File: config.mk
export PLATFORM = sky130hd
export DESIGN_NAME = seq_mult_nxn
export DESIGN_NICKNAME = d
export VERILOG_FILES = /design/src/rtl/mult_pkg.sv /design/src/rtl/mult_pp_term.sv /design/src/rtl/seq_mult_nxn.sv
export SDC_FILE = /design/constraint.sdc
export NUM_CORES = 1
export LEC_CHECK = 0
export ABC_AREA = 1
export ABC_CLOCK_PERIOD_IN_PS = 2900
export CORE_MARGIN = 2
export CORE_UTILIZATION = 33
export CTS_BUF_LIST = sky130_fd_sc_hd__clkbuf_8 sky130_fd_sc_hd__clkbuf_16
export DETAILED_ROUTE_END_ITERATION = 10
export GPL_TIMING_DRIVEN = 0
export PLACE_DENSITY = 0.6
export SLEW_MARGIN = 20
export SYNTH_ARGS = -nofsm -noshare
export SYNTH_HDL_FRONTEND = slang
export SYNTH_SLANG_ARGS = --single-unit
File: constraint.sdc
create_clock -name clk -period 2.9 [get_ports clk]
set_input_delay 0.58 -clock clk [delete_from_list [all_inputs] [get_ports clk]]
set_output_delay 0.58 -clock clk [all_outputs]
set_load 0.02 [all_outputs]
File: src/rtl/mult_pkg.sv
// Shared types and constants for the sequential shift-add multiplier,
// plus a reference function for approximate products.
package mult_pkg;

    typedef enum logic [1:0] {
        IDLE = 2'd0,
        BUSY = 2'd1,
        DONE = 2'd2
    } state_t;

    localparam logic MODE_ACC = 1'b0;
    localparam logic MODE_APX = 1'b1;

    localparam int DEF_WIDTH    = 8;
    localparam int DEF_APPROX_K = 4;

    // Sum of shifted partial products with the low k columns of every term cleared.
    function automatic logic [63:0] approx_ref(input logic [31:0] a,
                                               input logic [31:0] b,
                                               input int unsigned k);
        logic [63:0] acc;
        logic [63:0] t;
        acc = '0;
        for (int i = 0; i < 32; i++) begin
            if (b[i]) begin
                t   = {32'b0, a} << i;
                t   = t & ~((64'd1 << k) - 64'd1);
                acc = acc + t;
            end
        end
        return acc;
    endfunction

endpackage

File: src/rtl/mult_pp_term.sv
// One partial product: a_reg shifted by i, optionally with the low APPROX_K
// columns cleared in approximate mode, gated by the current multiplier bit.
module mult_pp_term
    import mult_pkg::*;
#(
    parameter int WIDTH    = DEF_WIDTH,
    parameter int APPROX_K = DEF_APPROX_K,
    parameter int IW       = $clog2(WIDTH)
) (
    input  logic [WIDTH-1:0]   a_reg,
    input  logic [IW-1:0]      i,
    input  logic               b_bit,
    input  logic               mode,
    output logic [2*WIDTH-1:0] term
);

    logic [2*WIDTH-1:0] shifted;
    logic [2*WIDTH-1:0] keep_mask;

    assign shifted = {{WIDTH{1'b0}}, a_reg} << i;

    genvar gi;
    generate
        for (gi = 0; gi < 2*WIDTH; gi++) begin : g_mask
            if (gi < APPROX_K) begin : g_trunc
                assign keep_mask[gi] = (mode == MODE_ACC);
            end else begin : g_keep
                assign keep_mask[gi] = 1'b1;
            end
        end
    endgenerate

    assign term = b_bit ? (shifted & keep_mask) : '0;

endmodule

File: src/rtl/seq_mult_nxn.sv
// Sequential WIDTH x WIDTH unsigned shift-add multiplier with accurate and
// column-truncated approximate modes, valid/ready on both sides.
module seq_mult_nxn
    import mult_pkg::*;
#(
    parameter int WIDTH    = DEF_WIDTH,
    parameter int APPROX_K = DEF_APPROX_K
) (
    input  logic               clk,
    input  logic               rst,
    input  logic               in_valid,
    output logic               in_ready,
    input  logic [WIDTH-1:0]   a,
    input  logic [WIDTH-1:0]   b,
    input  logic               mode,
    output logic               out_valid,
    input  logic               out_ready,
    output logic [2*WIDTH-1:0] p,
    output logic               out_mode,
    output logic               busy
);

    localparam int IW = (WIDTH > 1) ? $clog2(WIDTH) : 1;

    state_t             state_reg;
    logic [WIDTH-1:0]   a_reg;
    logic [WIDTH-1:0]   b_reg;
    logic               mode_reg;
    logic [IW-1:0]      i_reg;
    logic [2*WIDTH-1:0] acc_reg;
    logic [2*WIDTH-1:0] acc_next;
    logic [2*WIDTH-1:0] term;
    logic [2*WIDTH-1:0] p_reg;
    logic               out_valid_reg;
    logic               out_mode_reg;
    logic               busy_reg;

    mult_pp_term #(
        .WIDTH    (WIDTH),
        .APPROX_K (APPROX_K),
        .IW       (IW)
    ) u_term (
        .a_reg (a_reg),
        .i     (i_reg),
        .b_bit (b_reg[i_reg]),
        .mode  (mode_reg),
        .term  (term)
    );

    assign acc_next = acc_reg + term;

    always_ff @(posedge clk) begin
        if (rst) begin
            state_reg     <= IDLE;
            a_reg         <= '0;
            b_reg         <= '0;
            mode_reg      <= MODE_ACC;
            i_reg         <= '0;
            acc_reg       <= '0;
            p_reg         <= '0;
            out_valid_reg <= 1'b0;
            out_mode_reg  <= 1'b0;
            busy_reg      <= 1'b0;
        end else begin
            case (state_reg)
                IDLE: begin
                    if (in_valid) begin
                        a_reg    <= a;
                        b_reg    <= b;
                        mode_reg <= mode;
                        acc_reg  <= '0;
                        i_reg    <= '0;
                        // A zero operand makes the product zero; skip the iterations.
                        if (a == '0 || b == '0) begin
                            state_reg     <= DONE;
                            p_reg         <= '0;
                            out_valid_reg <= 1'b1;
                            out_mode_reg  <= mode;
                        end else begin
                            state_reg <= BUSY;
                            busy_reg  <= 1'b1;
                        end
                    end
                end
                BUSY: begin
                    acc_reg <= acc_next;
                    i_reg   <= i_reg + 1'b1;
                    if (i_reg == IW'(WIDTH - 1)) begin
                        state_reg     <= DONE;
                        busy_reg      <= 1'b0;
                        p_reg         <= acc_next;
                        out_valid_reg <= 1'b1;
                        out_mode_reg  <= mode_reg;
                    end
                end
                DONE: begin
                    if (out_ready) begin
                        state_reg     <= IDLE;
                        out_valid_reg <= 1'b0;
                    end
                end
                default: begin
                    state_reg <= IDLE;
                end
            endcase
        end
    end

    assign in_ready  = (state_reg == IDLE) && !rst;
    assign out_valid = out_valid_reg;
    assign p         = p_reg;
    assign out_mode  = out_mode_reg;
    assign busy      = busy_reg;

endmodule

==> flow_summary_export.csv <==
group,metric,value,unit
sta,period_share,94.0,%
drt,wirelength,9.37,mm
pwr,finalPower,3.03,mW
sta,drv_slew,0,
synthesis,netlist_area,3480,sq um
sta,timing.fmax,0.367,GHz
global_routing,grt_pass1_vias,3423,
finish,antenna_cells,0,
critical_path,rr_endpoint,"p[3]$_SDFFE_PP0P_",
synthesis,ys_types,27,
drt,drc,0,
pwr,comb_power_share,39.4,%
critical_path,r2r_setup_slack,0.23,ns
finish,fill_cells,1126,
clock_network,clk_latency,0.34,ns
critical_path,critical_path_class,"in -> out",
clock_network,htree_levels,3,
placement,gp_congestion,0.888,
finish,layout_common_cells,"nand2_1 (159), nor2_1 (79), inv_1 (74)",
global_routing,antenna_found_initial,0,
pwr,pwr-share-seq,33.8,%
synthesis,synth_cells,562,
pwr,internal_power,1.87,mW
global_routing,gr-total-overflow,0,
sta,fin_skew,0.00852,ns
critical_path,r2r_cells,16,
synthesis,avgSynthCellArea,6.18,sq um
floorplan,core-area,10300,sq um
drt,wl_per_cell,12.4,um
drt,via_count,3519,
finish,areaGrowthSynthToFinish,27.8,%
critical_path,crit_path_end_kind,"output port",
sta,setup_violations,0,
finish,multi_input_area,2090,sq um
drt,vias_per_cell,4.65,
drt,dr.pass1.iters,4,
finish,post-route-util,43.2,%
global_routing,grt_start_max_net_pins,11,
finish,layout_commonest_cell,"nand2_1",
clock_network,clkSlewWorstSetupHoldPaths,0.07,ns
clock_network,cts_sinks,57,
placement,placed_cell_area,4050,sq um
sta,setup_tns,0,ns
worst_hold_path,worstHoldPathType,"reg -> reg",
synthesis,synthFlopType,"dfxtp_1",
critical_path,cp_max_fo,10,
finish,seqCellArea,1150,sq um
synthesis,seq_area_frac_synth,32.8,%
floorplan,die_area,11400,sq um
floorplan,die_x,107,um
pwr,peakVddDrop,0.474,mV
run,max_cap_violations,0,
placement,hpwlAfterDp,7.22,mm
finish,fin_nets,655,
clock_network,numCtsBuffers,9,
critical_path,worst_ep_required_time,2.32,ns
critical_path,critPathLaunchType,"input port",
clock_network,tritoncts,"done",
pwr,p_leak,2.11,nW
sta,slew_headroom,55.8,%
worst_hold_path,holdPathEnd,"out_valid$_SDFFE_PP0P_",
sta,tightest_slew,0.664,ns
synthesis,syn_nets,601,
synthesis,ys_async_sr_fraction,0,%
finish,drive_gt1_share,11.5,%
pwr,powerDensity,682,nW/um^2
outcome,run_status,"complete, no violations",
drt,drt_iter0_drc,137,
worst_hold_path,hold_start,"out_valid$_SDFFE_PP0P_",
critical_path,crit_arrival,2.15,ns
finish,final_area,4440,sq um
drt,ant_nets,0,
pwr,clock_power_share,26.8,%
synthesis,synth_warnings,0,
worst_hold_path,hold_path_depth,2,
floorplan,die_height,107,um
pwr,p_sw_share,38.2,%
global_routing,grt_pass1_wl,15.5,mm
floorplan,io_pins,41,
clock_network,clock_path_buffers,2,
floorplan,row_count,37,
sta,hold_violations,0,
floorplan,initial_core_util,33.8,%
synthesis,synth_edf_count,0,
placement,portBuffers,40,
global_routing,grt_use_total,17.2,%
pwr,p_switching,1.16,mW
critical_path,r2r-start,"i_reg[0]$_SDFFE_PP0P_",
synthesis,synth_seq_cells,57,
clock_network,clockRootBuffer,"clkbuf_8",
sta,period_needed,2.73,ns
area by class of cell:
| type | instances | share of cell area, % |
|---|---|---|
| Clock buffer | 9 | 2.79 |
| Buffer | 17 | 2.25 |
| Sequential cell | 57 | 25.8 |
| Inverter | 79 | 6.79 |
| Multi-Input combinational cell | 409 | 47.1 |
| Tap cell | 136 | 3.83 |
| Timing Repair Buffer | 43 | 9.52 |
| Clock inverter | 6 | 1.89 |
stage by stage:
stage                     setup WS [ns]  instances  hold slack (ns)
final                             0.174        756            0.464
after CTS                        0.0122        755            0.460
after floorplan                   0.235        562            0.440
after global routing           -0.00442        756            0.501
after detailed placement         -0.283        738            0.444
after global placement           -0.214        738            0.444
cells by family (layout without fill, tap and decap cells):
logic type / count (synthesis) / in the layout / synth area share (%)
AOI/OAI and AO/OA: 92 / 92 / 13.5
adders and majority gates: 18 / 18 / 6.70
buffers and inverters: 96 / 154 / 11.3
DFF: 57 / 57 / 32.8
muxes: 2 / 2 / 0.576
and+or+nand+nor: 297 / 297 / 35.2
cells in the mapped netlist (3+ instances only):
| cell type | count | share of area, % |
|---|---|---|
| nand2_1 | 162 | 17 |
| o21ai_0 | 45 | 6.5 |
| buf_6 | 3 | 0.97 |
| buf_2 | 5 | 0.72 |
| nor2_1 | 80 | 8.6 |
| clkinv_1 | 3 | 0.32 |
| or2_2 | 6 | 1.1 |
| nand4_1 | 5 | 0.90 |
| clkbuf_1 | 9 | 0.97 |
| dfxtp_1 | 57 | 33 |
| nand2_2 | 3 | 0.54 |
| inv_1 | 74 | 8.0 |
| ha_1 | 17 | 6.1 |
| nor3_1 | 7 | 1.0 |
| nand3_1 | 27 | 3.9 |
| a21oi_1 | 44 | 6.3 |
what timing repair did:
item | in CTS | in global routing
gates cloned | 0 | 0
setup buffers | 2 | 1
endpoints found under the setup margin | 27 | 26
resized for setup | 9 | 31
pin swaps | 2 | 5
hold buffers | 0 | 0
how the worst max path moves through the flow:
stage                                startpoint                        to  slack (ns)
after CTS                 i_reg[0]$_SDFFE_PP0P_  acc_reg[12]$_SDFFE_PP0P_        0.01
after global placement    i_reg[1]$_SDFFE_PP0P_  acc_reg[14]$_SDFFE_PP0P_       -0.21
after floorplan           i_reg[1]$_SDFFE_PP0P_         p[4]$_SDFFE_PP0P_        0.23
after global routing      i_reg[0]$_SDFFE_PP0P_  acc_reg[13]$_SDFFE_PP0P_      -0.004
final                                       rst                  in_ready        0.17
after detailed placement  i_reg[1]$_SDFFE_PP0P_  acc_reg[14]$_SDFFE_PP0P_       -0.28
per-layer routing:
metal	vias to the layer above	GRT usage, %	part of all wire, %
met5	-	0	0
met4	0	4.92	0.89
met3	11	3.71	3.3
met2	49	30.2	49
met1	1577	21.2	47
li1	1882	-	-
power by group through the flow:
stage / logic (mW) / clock network, mW / registers, mW
after floorplan: 0.655 / 0 / 1.11
final: 1.19 / 0.813 / 1.02
after CTS: 1.14 / 0.831 / 1.02
after global placement: 1.11 / 0 / 1.03
after global routing: 1.34 / 0.868 / 1.05
after detailed placement: 1.12 / 0 / 1.04
critical path, stage by stage:
cell and delay [ns]:
clkdlybuf4s50_1 0.52, clkbuf_2 0.28, nor2_1 0.15, clkdlybuf4s50_1 0.61
Note: power is estimated with default switching activity, not from simulation.
